File: src/rtl/dmem_reg_core.sv
// RV32I datapath slice: combinational ALU, one-shot data-bus request FSM and a 32x32 register file.
// Define REGFILE_BYPASS_EN to forward same-cycle register writes to the read ports.
module dmem_reg_core (
   input  logic        clk,
   input  logic        nrst,
   input  logic        MemToReg,
   input  logic        ALU_source,
   input  logic [6:0]  opcode,
   input  logic [2:0]  funct3,
   input  logic [6:0]  funct7,
   input  logic [31:0] reg1,
   input  logic [31:0] reg2,
   input  logic [31:0] immediate,
   input  logic [31:0] data_bus_i,
   input  logic        data_good,
   input  logic [4:0]  rd,
   input  logic [4:0]  rs1,
   input  logic [4:0]  rs2,
   input  logic        writeEnable,
   output logic [31:0] read_address,
   output logic [31:0] write_address,
   output logic [31:0] result,
   output logic        branch,
   output logic        data_read,
   output logic        data_write,
   output logic [31:0] data_adr_o,
   output logic [31:0] data_bus_o,
   output logic [31:0] data_cpu_o,
   output logic [31:0] regWrite,
   output logic [31:0] register1,
   output logic [31:0] register2
);

   localparam logic [6:0] OP_R      = 7'b0110011;
   localparam logic [6:0] OP_I      = 7'b0010011;
   localparam logic [6:0] OP_LOAD   = 7'b0000011;
   localparam logic [6:0] OP_STORE  = 7'b0100011;
   localparam logic [6:0] OP_BRANCH = 7'b1100011;

   typedef enum logic [1:0] {IDLE, READ, WRITE, DONE} bus_state_t;

   bus_state_t  state, next_state;
   logic [31:0] op_b;
   logic [70:0] cur_key, req_key, key_next;
   logic [31:0] req_data, data_next;
   logic        data_read_n, data_write_n;
   logic [31:0] data_adr_n, data_bus_n;
   logic [31:0] regs [32];
   logic        unused_funct7;

   assign unused_funct7 = ^{funct7[6], funct7[4:0]};

   always_comb begin
      op_b          = ALU_source ? immediate : reg2;
      result        = '0;
      read_address  = '0;
      write_address = '0;
      branch        = 1'b0;
      case (opcode)
         OP_R, OP_I: begin
            case (funct3)
               3'b000:  result = (opcode == OP_R && funct7[5]) ? reg1 - op_b : reg1 + op_b;
               3'b001:  result = reg1 << op_b[4:0];
               3'b010:  result = {31'b0, $signed(reg1) < $signed(op_b)};
               3'b011:  result = {31'b0, reg1 < op_b};
               3'b100:  result = reg1 ^ op_b;
               3'b101:  result = funct7[5] ? 32'($signed(reg1) >>> op_b[4:0]) : reg1 >> op_b[4:0];
               3'b110:  result = reg1 | op_b;
               default: result = reg1 & op_b;
            endcase
         end
         OP_LOAD: begin
            result       = reg1 + immediate;
            read_address = reg1 + immediate;
         end
         OP_STORE: begin
            result        = reg1 + immediate;
            write_address = reg1 + immediate;
         end
         OP_BRANCH: begin
            case (funct3)
               3'b000:  branch = (reg1 == reg2);
               3'b001:  branch = (reg1 != reg2);
               3'b100:  branch = ($signed(reg1) < $signed(reg2));
               3'b101:  branch = ($signed(reg1) >= $signed(reg2));
               3'b110:  branch = (reg1 < reg2);
               3'b111:  branch = (reg1 >= reg2);
               default: branch = 1'b0;
            endcase
         end
         default: result = '0;
      endcase
   end

   // The key identifies one memory instruction; DONE waits for it to change so a held load/store runs once.
   assign cur_key  = {opcode, read_address, write_address};
   assign key_next = (state == IDLE) ? cur_key : req_key;
   assign data_next = (state == IDLE) ? reg2 : req_data;

   always_ff @(posedge clk or negedge nrst) begin
      if (!nrst) begin
         state      <= IDLE;
         req_key    <= '0;
         req_data   <= '0;
         data_read  <= 1'b0;
         data_write <= 1'b0;
         data_adr_o <= '0;
         data_bus_o <= '0;
         data_cpu_o <= '0;
      end else begin
         state      <= next_state;
         req_key    <= key_next;
         req_data   <= data_next;
         data_read  <= data_read_n;
         data_write <= data_write_n;
         data_adr_o <= data_adr_n;
         data_bus_o <= data_bus_n;
         if (state == READ && data_good)
            data_cpu_o <= data_bus_i;
      end
   end

   always_comb begin
      next_state = state;
      case (state)
         IDLE: begin
            if (opcode == OP_LOAD)
               next_state = READ;
            else if (opcode == OP_STORE)
               next_state = WRITE;
         end
         READ:    if (data_good) next_state = DONE;
         WRITE:   if (data_good) next_state = DONE;
         default: if (cur_key != req_key) next_state = IDLE;
      endcase
   end

   // Outputs are decoded from the next state and registered, so requests appear one cycle after acceptance.
   always_comb begin
      data_read_n  = 1'b0;
      data_write_n = 1'b0;
      data_adr_n   = '0;
      data_bus_n   = '0;
      case (next_state)
         READ: begin
            data_read_n = 1'b1;
            data_adr_n  = key_next[63:32];
         end
         WRITE: begin
            data_write_n = 1'b1;
            data_adr_n   = key_next[31:0];
            data_bus_n   = data_next;
         end
         default: data_read_n = 1'b0;
      endcase
   end

   assign regWrite = MemToReg ? data_cpu_o : result;

   always_ff @(posedge clk or negedge nrst) begin
      if (!nrst) begin
         for (int i = 0; i < 32; i++)
            regs[i] <= '0;
      end else if (writeEnable && rd != 5'd0) begin
         regs[rd] <= regWrite;
      end
   end

`ifdef REGFILE_BYPASS_EN
   always_comb begin
      register1 = (rs1 == 5'd0) ? '0 : regs[rs1];
      register2 = (rs2 == 5'd0) ? '0 : regs[rs2];
      if (writeEnable && rd != 5'd0 && rd == rs1)
         register1 = regWrite;
      if (writeEnable && rd != 5'd0 && rd == rs2)
         register2 = regWrite;
   end
`else
   assign register1 = (rs1 == 5'd0) ? '0 : regs[rs1];
   assign register2 = (rs2 == 5'd0) ? '0 : regs[rs2];
`endif

endmodule

File: config.mk
export PLATFORM = sky130hd
export DESIGN_NAME = dmem_reg_core
export DESIGN_NICKNAME = d
export VERILOG_FILES = /design/src/rtl/dmem_reg_core.sv
export SDC_FILE = /design/constraint.sdc
export NUM_CORES = 2
export LEC_CHECK = 0
export CAP_MARGIN = 20
export CORE_UTILIZATION = 62
export CTS_BUF_LIST = sky130_fd_sc_hd__clkbuf_8
export CTS_CLUSTER_SIZE = 12
export DETAILED_ROUTE_END_ITERATION = 10
export HOLD_SLACK_MARGIN = 0.12
export PLACE_DENSITY = 0.83
export REMOVE_ABC_BUFFERS = 1
export SYNTH_ARGS = -nofsm -noshare
export SYNTH_HDL_FRONTEND = slang
export SYNTH_SLANG_ARGS = --single-unit
File: constraint.sdc
create_clock -name clk -period 7.7 [get_ports clk]
set_input_delay 1.155 -clock clk [delete_from_list [all_inputs] [get_ports clk]]
set_output_delay 1.155 -clock clk [all_outputs]
set_load 0.005 [all_outputs]
== Word-level counts from Yosys, hierarchy flattened ==
Cells that the tools add are included.

* Register bits after elaboration: 1227
* Input bits: 166
* Output and inout port bits: 291
* Logic and storage cells: 126

* $add $sub $neg: 3
* Magnitude comparators: 10
* Equal/unequal tests: 19
* Shift operators: 3
* Mux-type cells: 32
* Bitwise gates (word level): 6
* Reductions and logical operators: 12

{| class="wikitable"
|+ Operators with widths
! kind !! count
|-
| 1024-bit bitwise mux || 1
|-
| 32-bit two-way mux || 15
|-
| 32-bit binary-select mux with 5-bit select || 2
|-
| 32-bit one-hot mux with 7 select lines || 1
|-
| 32-bit demux with 5-bit select || 1
|-
| 32-bit less-than comparator || 4
|-
| 32-bit one-hot mux with 2 select lines || 2
|-
| 71-bit inequality test || 1
|-
| 32-bit adder || 2
|-
| 32-bit greater-or-equal comparator || 2
|-
| 64-bit two-way mux || 1
|-
| 32-bit AND || 1
|-
| 32-bit equality test || 1
|-
| 32-bit inequality test || 1
|-
| 32-bit OR || 1
|-
| 32-bit by 5-bit left shift with 32-bit output || 1
|-
| 32-bit by 5-bit >> shifter with 32-bit output || 1
|-
| 32-bit by 5-bit >>> shifter with 32-bit output || 1
|-
| 32-bit subtractor || 1
|-
| 32-bit XOR || 1
|-
| 6-bit greater-or-equal comparator (second input constant) || 3
|-
| 5-bit inverter with 6-bit output || 3
|-
| 7-bit by 6-bit equality test with 1-bit output (second input constant) || 2
|-
| 3-bit equality test (second input constant) || 4
|-
| other kinds (18) || 32
|}

== Longest topological paths before layout ==
* Word-level depth: 7
* Depth in mapped cells: 21

== Least setup slack after synthesis ==
No wires, ideal clock.

* Kind: input port to output port
* From: input ALU_source
* To: output regWrite[26]
* Data arrival time: 5.675 ns
* Required time: 6.545 ns
* Slack: 0.870 ns
* Stages: 19
* Path buffers: 4
* Cell sequence: mux2i_1 > inv_2 > buf_2 > buf_2 > clkbuf_1 > ha_1 > fa_1 > a21oi_1 > o21ai_0 > a31o_2 > o211a_1 > a211oi_1 > or3_1 > o21ai_0 > a211o_1 > a211o_1 > o21ai_1 > clkbuf_1 > inv_1

* Longest elaborated chain between the ends: 6
* Elaborated cells on any way between the ends: 14
* Classes of those cells: 2 x add/sub; 3 x shift; 6 x mux; 3 x bitwise

{| class="wikitable"
|+ Ends and longest elaborated chain
! element !! line !! text
|-
| start: declaration || 7 || <nowiki>input logic ALU_source,</nowiki>
|-
| 32-bit two-way mux (*) || 54 || <nowiki>op_b = ALU_source ? immediate : reg2;</nowiki>
|-
| 32-bit adder (tied with other cells) || 62 || <nowiki>3'b000: result = (opcode == OP_R && funct7[5]) ? reg1 - op_b : reg1 + op_b;</nowiki>
|-
| 32-bit two-way mux, on equally long branches || 62, 67 ||
|-
| 32-bit one-hot mux with 7 select lines (*) || 61 || <nowiki>case (funct3)</nowiki>
|-
| 32-bit one-hot mux with 2 select lines (*) || 59 || <nowiki>case (opcode)</nowiki>
|-
| net result[26] || 22 || <nowiki>output logic [31:0] result,</nowiki>
|-
| 32-bit two-way mux (*) || 158 || <nowiki>assign regWrite = MemToReg ? data_cpu_o : result;</nowiki>
|-
| end: declaration || 29 || <nowiki>output logic [31:0] regWrite,</nowiki>
|}

Mark *: on every way through the listed nets, which the timed path passes. The rest lies on a longest branch.

== Worst setup path in the final report ==
* From: input reg1[12]
* To: output regWrite[30]

* Longest elaborated chain between the ends: 5
* Elaborated cells on any way between the ends: 11
* Classes of those cells: 3 x add/sub; 3 x shift; 5 x mux

{| class="wikitable"
|+ Ends and longest elaborated chain
! element !! line !! text
|-
| start: declaration || 11 || <nowiki>input logic [31:0] reg1,</nowiki>
|-
| 32-bit adder (tied with other cells) || 62 ||
|-
| 32-bit two-way mux, on equally long branches || 62, 67 ||
|-
| 32-bit one-hot mux with 7 select lines || 61 ||
|-
| 32-bit one-hot mux with 2 select lines (*) || 59 ||
|-
| 32-bit two-way mux (*) || 158 ||
|}

Every way passes the cells marked *; elsewhere a longest branch is shown, timed or not.

==> metrics.txt <==
status=finished, final reports clean; Final min period=roughly 7600 ps; antenna violations before repair=13; post-DP HPWL=approximately 190,000 um; num ports=457; DR pass1 iterations=9; Most used DFF post-synth=dfrtp_1; Slew headroom=0.157; initial core utilization=0.628; # hold bufs at CTS=0; full die area=123,000 sq um; WL final=291,000 um; insertion delay to the later sink of the worst-skew pair=960 ps; Post-Synth XOR/XNOR Area=0.0103; total CTS buffers=192; vias in the first global route=67.7k; Leakage=roughly 0.037 uW; Tot Pwr=22,200 uW; H-tree depth=4; Non-Filler Instances=9,346; DR iter-0 viols=9,349; pin count of the biggest net entering global routing=194; Synth Instances=7,293; clk root buf=clkbuf_8; measured slew at the worst slew-check pin=about 1300 ps; crit-path max cell delay=840 ps; layout cells sized above 1=0.198; Critical-path top delay cell=xor2_1; yosys warns=0; crit end category=output port; post-route antenna net violation count=0; CP required=6550 ps; GRT overflow=0; via density per instance=slightly above 7; post-synthesis cell type with the largest combined area=dfrtp_1; Post-Route Skew=78.3 ps; first-pass GRT wire length=427,000 um; Pwr Density=257 nW/um^2; commonest cells after routing, fill and taps aside=dfrtp_1 (1,227), nand2_1 (1,027), o21ai_0 (914), mux4_2 (665), nor2_1 (580); most common library cell in the layout ignoring fill and taps=dfrtp_1; post-synth cell types=100; Post-synth ARST share=1.00; dpl cells=8,985; peak supply drop=0.338 mV; Slew Limit Fails=0; Mapped Avg Cell Area=10.4 sq um; Post-synth EDFFs=0; Reg-to-Reg Start=req_key[56]; Synth Cell Area=75,500 sq um; #FFs+latches synth=about 1.2k; register area share after synthesis=0.407; CTS Buffer Depth=3; Tcrit/Tclk final=0.990; worst setup path category=in2out; standard-cell rows=around 130; post-synth top area share=0.407; max_cap viols=0; Reg2Reg Setup Slack=2820 ps; crit-path max FO=7; CP arrival=6460 ps; global placement routability congestion=1.03; via count=between 60k and 70k; crit path cell chain=clkdlybuf4s50_1 > ha_1 > nand2_1 > o21ai_0 > nor2_1 > a21oi_2 > a21oi_1 > xor2_1 > nor2_1 > a21oi_1 > nand3b_1 > buf_4 > a22oi_2 > inv_1 > clkdlybuf4s50_1; Die W=351 um; WL/cell=31.1 um; area share of fa/ha/maj cells after synthesis=0.0319; synthesis-to-layout area growth=14.5%; final hold vios=0; Die H=351 um; clk sinks=1,227; Critical R2R Capture=data_adr_o[8]; main combinational cell family by area after synthesis=multiplexers; core area=120,000 sq um; CTS tree=built; Simple-Gate Fraction of Synth Area=0.117; synth top area cells=dfrtp_1 (41%), mux4_2 (20%), o21ai_0 (6.1%); fmax=between 0.1 and 0.15 GHz; NumNets Final=7,941; Final Setup Violations=0; Synth Area in Compound Gates=0.145; crit path launch type=input pin; Total Routing Usage GR=0.474; Critical path origin=reg1[12]; # DRC=0; worst reg2reg path depth=14; mux contribution to synthesized area=0.246; register clock-pin slew on the reported worst setup and hold paths=around 70 ps; RSZ-0062 raised after global routing=no; Hold Path Class=in2async; PortBufs=450
-- state kept, by name, indices dropped and copies added (netlist names) --
register,count
data_write,1
regs,1024
data_bus_o,32
data_cpu_o,32
data_adr_o,32
state,2
req_data,32
data_read,1
req_key,71
-- metrics by stage --
stage | util | TNS (ps) | cell area, sq um | setup slack (ps) | hold slack, ps
final | 0.719 | 0 | 86400 | 80.5 | 142
after global routing | 0.719 | 0 | 86400 | 72.8 | 206
after CTS | 0.717 | 0 | 86200 | 246 | 229
after global placement | 0.683 | 0 | 82200 | 270 | 376
after detailed placement | 0.684 | 0 | 82200 | 282 | 384
after floorplan | - | -693900 | 72900 | -2390 | 365
-- layout make-up --
type / count / area (sq um)
Clock inverter: 99 / 751
Multi-Input combinational cell: 5207 / 41800
Timing Repair Buffer: 763 / 7180
Tap cell: 1612 / 2020
Antenna cell: 9 / 22.5
Sequential cell: 1227 / 30700
Fill cell: 8049 / 33800
Inverter: 193 / 724
Clock buffer: 236 / 3250
-- cell usage after synthesis, drive strengths merged (52+ instances only) --
cell type and number:
nor3 64, dfrtp 1227, a22oi 63, o21a 52, and2 66, xnor2 57
clkbuf 535, a31oi 63, o21ai 948, a21oi 370, inv 189, nor2 583
buf 131, ha 188, nand2 1060, mux2i 189, mux2 153, mux4 665
-- worst max path at each step --
stage	end	cells after the start
global route	regWrite[22]	17
CTS	regWrite[27]	18
detailed placement	regWrite[27]	18
global placement	regWrite[27]	18
floorplan	regWrite[30]	14
finish	regWrite[30]	15
-- power by group --
part / internal, uW / switching [uW]
Sequential: 7860 / 1120
Clock: 3030 / 2790
Combinational: 3410 / 4030
-- cell families (layout without fill, tap and decap cells) --
family,Yosys count,after routing
other,0,9
adders and majority gates,191,191
muxes,1007,1007
xor gates and xnor gates,87,87
AOI/OAI and AO/OA,1856,1856
DFF,1227,1227
buffers and inverters,859,1291
and+or+nand+nor,2066,2066
-- what timing repair did --
action	in CTS	in global routing
endpoints found under the setup margin	0	2
gates resized for setup	0	1
setup buffers	0	0
-- worst max-delay path, delay by kind of cell --
kind                       cells  cell delay, ps
xor gates and xnor gates       1             840
AOI/OAI and AO/OA              5            1690
adders and majority gates      1             630
and+or+nand+nor                4             630
buffers and inverters          4            1490
-- routing by layer --
metal / track usage / vias to the layer above / routed length, um
li1: - / 27200 / -
met1: 0.566 / 32800 / 96100
met2: 0.715 / 5286 / 131000
met3: 0.138 / 1534 / 35000
met4: 0.394 / 10 / 29200
met5: 0 / - / 53
(Power assumes the default switching activity.)
